===== src/rtl/udp_tx_scheduler_if.sv =====
// UDP transmit handshake between the scheduler (master) and the udp instance (slave).
// The scheduler drives the start/data side; udp returns word requests and frame completion.
interface udp_tx_scheduler_if;
  logic        tx_start_en;
  logic [15:0] tx_byte_num;
  logic        tx_req;
  logic [31:0] tx_data;
  logic        tx_done;
  logic [2:0]  tx_ch_id;
  logic        tx_timeout;

  modport master (
    output tx_start_en, tx_byte_num, tx_data, tx_ch_id, tx_timeout,
    input  tx_req, tx_done
  );

  modport slave (
    input  tx_start_en, tx_byte_num, tx_data, tx_ch_id, tx_timeout,
    output tx_req, tx_done
  );
endinterface


===== src/rtl/udp_tx_scheduler.sv =====
// Round-robin scheduler sharing one UDP transmit path between NUM_CH payload sources,
// with per-channel holding registers, inter-frame gap and tx_done timeout recovery.
module udp_tx_scheduler #(
  parameter int NUM_CH         = 4,
  parameter int PAYLOAD_BITS   = 88,
  parameter int GAP_CYCLES     = 16,
  parameter int TIMEOUT_CYCLES = 4096
) (
  input  logic                           gmii_tx_clk,
  input  logic                           sys_rst_n,
  input  logic                           enable,
  input  logic [NUM_CH-1:0]              ch_valid,
  input  logic [NUM_CH*PAYLOAD_BITS-1:0] ch_payload,
  output logic [NUM_CH-1:0]              ch_pending,
  output logic [NUM_CH-1:0]              ch_drop,
  output logic                           busy,
  udp_tx_scheduler_if.master             udp_tx
);

  localparam int PAYLOAD_BYTES = (PAYLOAD_BITS + 7) / 8;
  localparam int WORDS         = (PAYLOAD_BYTES + 3) / 4;
  localparam int ACT_W         = WORDS * 32;
  localparam int IDX_W         = $clog2(WORDS + 1);
  localparam int TMR_W         = $clog2(TIMEOUT_CYCLES + 1);
  localparam int GAP_W         = $clog2(GAP_CYCLES + 1);

  typedef enum logic [1:0] {ST_IDLE, ST_START, ST_BUSY, ST_GAP} state_t;

  state_t                  state_r;
  logic [NUM_CH-1:0]       pending_r;
  logic [NUM_CH-1:0]       ch_drop_r;
  logic [PAYLOAD_BITS-1:0] buf_r [NUM_CH];
  logic [ACT_W-1:0]        active_r;
  logic [IDX_W-1:0]        word_idx_r;
  logic [31:0]             tx_data_r;
  logic [2:0]              last_grant_r;
  logic [2:0]              tx_ch_id_r;
  logic                    tx_start_en_r;
  logic                    tx_timeout_r;
  logic                    busy_r;
  logic [TMR_W-1:0]        timer_r;
  logic [GAP_W-1:0]        gap_cnt_r;

  logic                    found_hi_s;
  logic                    found_lo_s;
  logic [2:0]              hi_ch_s;
  logic [2:0]              lo_ch_s;
  logic [2:0]              grant_ch_s;
  logic                    grant_s;
  logic [NUM_CH-1:0]       grant_mask_s;
  logic [PAYLOAD_BITS-1:0] grant_buf_s;
  logic [31:0]             word_s;

  // Round-robin pick: first pending channel above last_grant, else the lowest at/below it.
  always_comb begin
    found_hi_s   = 1'b0;
    found_lo_s   = 1'b0;
    hi_ch_s      = 3'd0;
    lo_ch_s      = 3'd0;
    grant_mask_s = {NUM_CH{1'b0}};
    grant_buf_s  = {PAYLOAD_BITS{1'b0}};
    for (int c = 0; c < NUM_CH; c++) begin
      hi_ch_s    = (!found_hi_s && pending_r[c] && (3'(c) > last_grant_r)) ? 3'(c) : hi_ch_s;
      found_hi_s = found_hi_s || (pending_r[c] && (3'(c) > last_grant_r));
      lo_ch_s    = (!found_lo_s && pending_r[c] && (3'(c) <= last_grant_r)) ? 3'(c) : lo_ch_s;
      found_lo_s = found_lo_s || (pending_r[c] && (3'(c) <= last_grant_r));
    end
    grant_ch_s = found_hi_s ? hi_ch_s : lo_ch_s;
    grant_s    = (state_r == ST_IDLE) && enable && (found_hi_s || found_lo_s);
    for (int c = 0; c < NUM_CH; c++) begin
      grant_mask_s[c] = grant_s && (grant_ch_s == 3'(c));
      grant_buf_s     = (grant_ch_s == 3'(c)) ? buf_r[c] : grant_buf_s;
    end
  end

  // Active word selected by word_idx, MSB-first; past the last word the feed returns zero.
  always_comb begin
    word_s = 32'h0000_0000;
    for (int w = 0; w < WORDS; w++) begin
      word_s = (word_idx_r == IDX_W'(w)) ? active_r[(WORDS-1-w)*32 +: 32] : word_s;
    end
  end

  // Frame sequencing: grant, start pulse, wait for tx_done or timeout, then inter-frame gap.
  always_ff @(posedge gmii_tx_clk or negedge sys_rst_n) begin
    if (!sys_rst_n) begin
      state_r       <= ST_IDLE;
      tx_start_en_r <= 1'b0;
      tx_timeout_r  <= 1'b0;
      busy_r        <= 1'b0;
      timer_r       <= {TMR_W{1'b0}};
      gap_cnt_r     <= {GAP_W{1'b0}};
      last_grant_r  <= 3'(NUM_CH - 1);
      tx_ch_id_r    <= 3'd0;
      active_r      <= {ACT_W{1'b0}};
    end else begin
      tx_start_en_r <= 1'b0;
      tx_timeout_r  <= 1'b0;
      case (state_r)
        ST_IDLE: begin
          if (grant_s) begin
            state_r       <= ST_START;
            tx_start_en_r <= 1'b1;
            busy_r        <= 1'b1;
            timer_r       <= {TMR_W{1'b0}};
            last_grant_r  <= grant_ch_s;
            tx_ch_id_r    <= grant_ch_s;
            active_r      <= ACT_W'(grant_buf_s) << (ACT_W - PAYLOAD_BITS);
          end else begin
            busy_r <= 1'b0;
          end
        end
        ST_START: begin
          // The start cycle is the first cycle of the timeout window.
          timer_r <= TMR_W'(1);
          state_r <= ST_BUSY;
        end
        ST_BUSY: begin
          if (udp_tx.tx_done) begin
            state_r   <= ST_GAP;
            gap_cnt_r <= {GAP_W{1'b0}};
          end else if (timer_r == TMR_W'(TIMEOUT_CYCLES - 1)) begin
            state_r      <= ST_GAP;
            gap_cnt_r    <= {GAP_W{1'b0}};
            tx_timeout_r <= 1'b1;
          end else begin
            timer_r <= timer_r + TMR_W'(1);
          end
        end
        ST_GAP: begin
          if (gap_cnt_r == GAP_W'(GAP_CYCLES - 1)) begin
            state_r <= ST_IDLE;
            busy_r  <= 1'b0;
          end else begin
            gap_cnt_r <= gap_cnt_r + GAP_W'(1);
          end
        end
        default: begin
          state_r <= ST_IDLE;
          busy_r  <= 1'b0;
        end
      endcase
    end
  end

  // Holding registers: capture when empty or being granted this cycle, otherwise drop.
  always_ff @(posedge gmii_tx_clk or negedge sys_rst_n) begin
    if (!sys_rst_n) begin
      pending_r <= {NUM_CH{1'b0}};
      ch_drop_r <= {NUM_CH{1'b0}};
      for (int c = 0; c < NUM_CH; c++) begin
        buf_r[c] <= {PAYLOAD_BITS{1'b0}};
      end
    end else begin
      for (int c = 0; c < NUM_CH; c++) begin
        ch_drop_r[c] <= ch_valid[c] && pending_r[c] && !grant_mask_s[c];
        if (ch_valid[c] && (!pending_r[c] || grant_mask_s[c])) begin
          buf_r[c]     <= ch_payload[c*PAYLOAD_BITS +: PAYLOAD_BITS];
          pending_r[c] <= 1'b1;
        end else if (grant_mask_s[c]) begin
          pending_r[c] <= 1'b0;
        end
      end
    end
  end

  // Word feed: each tx_req loads the next word and advances word_idx up to WORDS.
  always_ff @(posedge gmii_tx_clk or negedge sys_rst_n) begin
    if (!sys_rst_n) begin
      word_idx_r <= {IDX_W{1'b0}};
      tx_data_r  <= 32'h0000_0000;
    end else if (grant_s) begin
      word_idx_r <= {IDX_W{1'b0}};
    end else if (udp_tx.tx_req) begin
      tx_data_r <= word_s;
      if (word_idx_r != IDX_W'(WORDS)) begin
        word_idx_r <= word_idx_r + IDX_W'(1);
      end
    end
  end

  assign ch_pending         = pending_r;
  assign ch_drop            = ch_drop_r;
  assign busy               = busy_r;
  assign udp_tx.tx_start_en = tx_start_en_r;
  assign udp_tx.tx_timeout  = tx_timeout_r;
  assign udp_tx.tx_data     = tx_data_r;
  assign udp_tx.tx_ch_id    = tx_ch_id_r;
  assign udp_tx.tx_byte_num = 16'(PAYLOAD_BYTES);

endmodule


===== src/flat_wrapper.sv =====
// flat-port wrapper written by rule: the top's interface ports become plain ports
module udp_tx_scheduler_flat 
#(
  parameter int NUM_CH         = 4,
  parameter int PAYLOAD_BITS   = 88,
  parameter int GAP_CYCLES     = 16,
  parameter int TIMEOUT_CYCLES = 4096
)
  (gmii_tx_clk, sys_rst_n, enable, ch_valid, ch_payload, ch_pending, ch_drop, busy, udp_tx_tx_start_en, udp_tx_tx_byte_num, udp_tx_tx_data, udp_tx_tx_ch_id, udp_tx_tx_timeout, udp_tx_tx_req, udp_tx_tx_done);
  udp_tx_scheduler_if udp_tx_i ();
  input  logic gmii_tx_clk;
  input  logic sys_rst_n;
  input  logic enable;
  input  logic [NUM_CH-1:0] ch_valid;
  input  logic [NUM_CH*PAYLOAD_BITS-1:0] ch_payload;
  output logic [NUM_CH-1:0] ch_pending;
  output logic [NUM_CH-1:0] ch_drop;
  output logic busy;
  output wire logic [$bits(udp_tx_i.tx_start_en)-1:0] udp_tx_tx_start_en;
  output wire logic [$bits(udp_tx_i.tx_byte_num)-1:0] udp_tx_tx_byte_num;
  output wire logic [$bits(udp_tx_i.tx_data)-1:0] udp_tx_tx_data;
  output wire logic [$bits(udp_tx_i.tx_ch_id)-1:0] udp_tx_tx_ch_id;
  output wire logic [$bits(udp_tx_i.tx_timeout)-1:0] udp_tx_tx_timeout;
  input wire logic [$bits(udp_tx_i.tx_req)-1:0] udp_tx_tx_req;
  input wire logic [$bits(udp_tx_i.tx_done)-1:0] udp_tx_tx_done;
  assign udp_tx_tx_start_en = udp_tx_i.tx_start_en;
  assign udp_tx_tx_byte_num = udp_tx_i.tx_byte_num;
  assign udp_tx_tx_data = udp_tx_i.tx_data;
  assign udp_tx_tx_ch_id = udp_tx_i.tx_ch_id;
  assign udp_tx_tx_timeout = udp_tx_i.tx_timeout;
  assign udp_tx_i.tx_req = udp_tx_tx_req;
  assign udp_tx_i.tx_done = udp_tx_tx_done;
  udp_tx_scheduler #(.NUM_CH(NUM_CH), .PAYLOAD_BITS(PAYLOAD_BITS), .GAP_CYCLES(GAP_CYCLES), .TIMEOUT_CYCLES(TIMEOUT_CYCLES)) u_core (.gmii_tx_clk(gmii_tx_clk), .sys_rst_n(sys_rst_n), .enable(enable), .ch_valid(ch_valid), .ch_payload(ch_payload), .ch_pending(ch_pending), .ch_drop(ch_drop), .busy(busy), .udp_tx(udp_tx_i));
endmodule

===== config.mk =====
export PLATFORM = sky130hd
export DESIGN_NAME = udp_tx_scheduler_flat
export DESIGN_NICKNAME = d
export VERILOG_FILES = /design/src/rtl/udp_tx_scheduler_if.sv /design/src/rtl/udp_tx_scheduler.sv /design/src/flat_wrapper.sv
export SDC_FILE = /design/constraint.sdc
export NUM_CORES = 1
export LEC_CHECK = 0
export CORE_ASPECT_RATIO = 1.4
export CORE_MARGIN = 4
export CORE_UTILIZATION = 55
export DETAILED_ROUTE_END_ITERATION = 8
export DONT_BUFFER_PORTS = 1
export GPL_TIMING_DRIVEN = 0
export PLACE_DENSITY_LB_ADDON = 0.25
export REMOVE_ABC_BUFFERS = 1
export SYNTH_ARGS = -nofsm -noshare
export SYNTH_HDL_FRONTEND = slang
export SYNTH_SLANG_ARGS = --single-unit

===== constraint.sdc =====
create_clock -name gmii_tx_clk -period 2.9 [get_ports gmii_tx_clk]
set_input_delay 0.435 -clock gmii_tx_clk [delete_from_list [all_inputs] [get_ports gmii_tx_clk]]
set_output_delay 0.435 -clock gmii_tx_clk [all_outputs]
set_load 0.05 [all_outputs]

==> flow_metrics.tcl <==
set metrics [dict create \
    status "finished with violations" \
    violations "negative hold slack, max-slew violations" \
    fin_setup_tns_ps 0 \
    synth_seq_area_share_pct 58.4 \
    die_w_um 176 \
    htree_num_levels 2 \
    dp_hpwl_mm 38.1 \
    p_per_area_nw_per_um2 1170 \
    ir_drop_mv 0.579 \
    clockBufferDepth 3 \
    fin_nets 2152 \
    synth_cell_types 55 \
    placed_cell_area_um2 22500 \
    min_period_over_period_pct 98.9 \
    initial_core_util_pct 55.5 \
    io_buffers 0 \
    cts_made_buffers 48 \
    final_area_um2 25300 \
    drc 0 \
    fin_skew_ps 16.9 \
    hp-class "in2async" \
    p_leak_nw 10.9 \
    async_flop_share_pct 100 \
    fmax_mhz 349 \
    overflow 0 \
    min_period_ps 2870 \
    yosys.area.top_type_share_pct 58.2 \
    syn_area_per_cell_um2 12.5 \
    synth_area_leader_cell "dfrtp_1" \
    tightestPinTransition_ps 2590 \
    path_max_fanout 24 \
    syn_inst 1745 \
    arrival_ps 3310 \
    grt_pass1_wl_mm 96.5 \
    ys_warn_count 0 \
    final_hold_viol_count 239 \
    worstSetupPathType "reg2reg" \
    cap_violations 0 \
    grt_max_degree 510 \
    drtAntennaViolNets 0 \
    synthTopCellsByCount "507 x dfrtp_1, 285 x mux2_2, 162 x a21oi_1" \
    num-fill-cells 2894 \
    rows 86 \
    synth_edf_count 0 \
    cp-start-kind "register" \
    synth-seq-cells 509 \
    synth_area_um2 21800 \
    avgRoutedWirePerCell_um 27.6 \
    crit_path_end_kind "register" \
    clock_latency_ps 560 \
    drt_first_pass_iters 5 \
    synth_ff_type "dfrtp_1" \
    cts_root_buf "clkbuf_16" \
    via_per_inst 6.44 \
    drv_slew 300 \
    vias 15300 \
    drtIter0Drc 1307 \
    die_h_um 244 \
    first_global_vias 16000 \
    area_growth_pct 16.2 \
    io_pins 423 \
    drive_above_1_share_pct 25.2 \
    clock-sinks 509 \
    core_area_um2 39300 \
    cp.required_ps 3340 \
    clkTransAtPathRegs_ps 60 \
    relSlewSlack_pct -72.5 \
    track_usage_pct 29.1 \
    cts_tree "yes" \
    drt_wl_total_mm 65.5 \
    finalSetupViolations 0 \
    synth_area_leaders "dfrtp_1 58%, mux2_2 15%, a21oi_1 3.7%" \
    dieArea_um2 42900 \
    antenna_found_initial 33 \
    synth_most_common_cell "dfrtp_1" \
    hold_slack_ps -415 \
    gp_congestion 0.793 \
]
stage by stage:
stage               power (mW)  utilization (%)  cells  worst slack, ps
global route              31.2             64.5   2375            -5.88
floorplan                 19.0                -   1606            -3450
global placement          21.1             55.4   2134            -8950
detailed placement        22.3             57.3   2163            -1950
finish                    29.6             64.5   2378             30.7
CTS                       29.4             63.7   2327            0.787
state kept, by name (all words and copies together) (netlist names):
| signal | cells |
|---|---|
| u_core.active_r | 88 |
| u_core.buf_r | 352 |
| u_core.busy | 1 |
| u_core.ch_drop | 4 |
| u_core.ch_pending | 4 |
| u_core.gap_cnt_r | 5 |
| u_core.last_grant_r | 2 |
| u_core.state_r | 2 |
| u_core.timer_r | 13 |
| u_core.udp_tx.tx_ch_id | 2 |
| u_core.udp_tx.tx_data | 32 |
| u_core.udp_tx.tx_start_en | 1 |
| u_core.udp_tx.tx_timeout | 1 |
| u_core.word_idx_r | 2 |
per-layer routing:
metal | GRT usage, % | vias up | part of all wire, %
li1 | - | 6530 | -
met1 | 35.2 | 7896 | 36
met3 | 6.84 | 148 | 7.5
met4 | 13.4 | 8 | 4.3
met5 | 0 | - | 0.073
met2 | 49.4 | 730 | 52
worst max-delay path, cell delays in order, from the launching register on:
cell       delay, ps
dfrtp_4          590
o41ai_4          550
or2_4            240
buf_4            170
a22oi_2           80
buf_4            180
nand2_8          240
clkbuf_16        310
mux2_2           360
power breakdown:
group / internal (mW) / switching [mW] / total, mW
registers: 10.5 / 2.72 / 13.2
logic: 4.68 / 5.18 / 9.86
clock network: 3.84 / 2.71 / 6.55
total: 19.0 / 10.6 / 29.6
path summary, 6_finish.rpt:
kind,startpoint,to,slack [ps],depth (start not counted)
max in group asynchronous,sys_rst_n,u_core.buf_r[249],1280,0
min reg2reg,u_core.buf_r[93],u_core.buf_r[93],490,1
max,u_core.ch_pending[0],u_core.buf_r[257],30,8
max reg2reg,u_core.ch_pending[0],u_core.buf_r[257],30,8
min,sys_rst_n,u_core.buf_r[295],-420,0
min in group gmii_tx_clk,ch_payload[161],u_core.buf_r[249],20,1
repair_timing:
item,in CTS,in global routing
endpoints found under the hold margin,560,516
gates cloned,8,5
hold buffers,50,7
endpoints found under the setup margin,484,192
resized for setup,21,3
pin swaps,5,4
setup buffers,23,6
placed cells by master, fill, tap and decap left out, drive strengths merged, types with 5 or more instances in the layout:
cell type and count:
diode 34, inv 16, nand4 5, clkinv 8, dfrtp 507, nor2b 8
buf 55, o21ai 125, o22ai 90, mux2 354, a221oi 88, a31oi 8
nand2 87, and3 7, nand2b 7, nand3 11, nor2 27, a21oi 163
clkbuf 76, nand3b 25, dlygate4sd3 57, o31ai 8, ha 11, or2 6
conb 17
kinds of logic (layout without fill, tap and decap cells):
family | Yosys count | count (layout) | share of synthesized area [%]
flops | 509 | 509 | 58.4
compound gates | 503 | 503 | 14.3
mux | 357 | 357 | 18.4
simple gates | 191 | 194 | 4.35
buf+inv | 169 | 222 | 3.75
fa+ha+maj | 11 | 11 | 0.631
xor+xnor | 3 | 3 | 0.121
other cells | 2 | 51 | 0.0345
area by class of cell:
| cell class | count | area, um2 | area share (%) |
|---|---|---|---|
| repair buffers | 120 | 1640 | 6.47 |
| well taps | 528 | 661 | 2.61 |
| inverters | 15 | 72.6 | 0.287 |
| flip-flops and latches | 509 | 12800 | 50.4 |
| repair inverters | 1 | 8.76 | 0.0346 |
| clock inverters | 14 | 183 | 0.721 |
| multi-input cells | 1085 | 8460 | 33.4 |
| clock buffers | 72 | 1460 | 5.77 |
| diodes | 34 | 85.1 | 0.336 |
No activity file was read; power rests on OpenSTA's default activity.
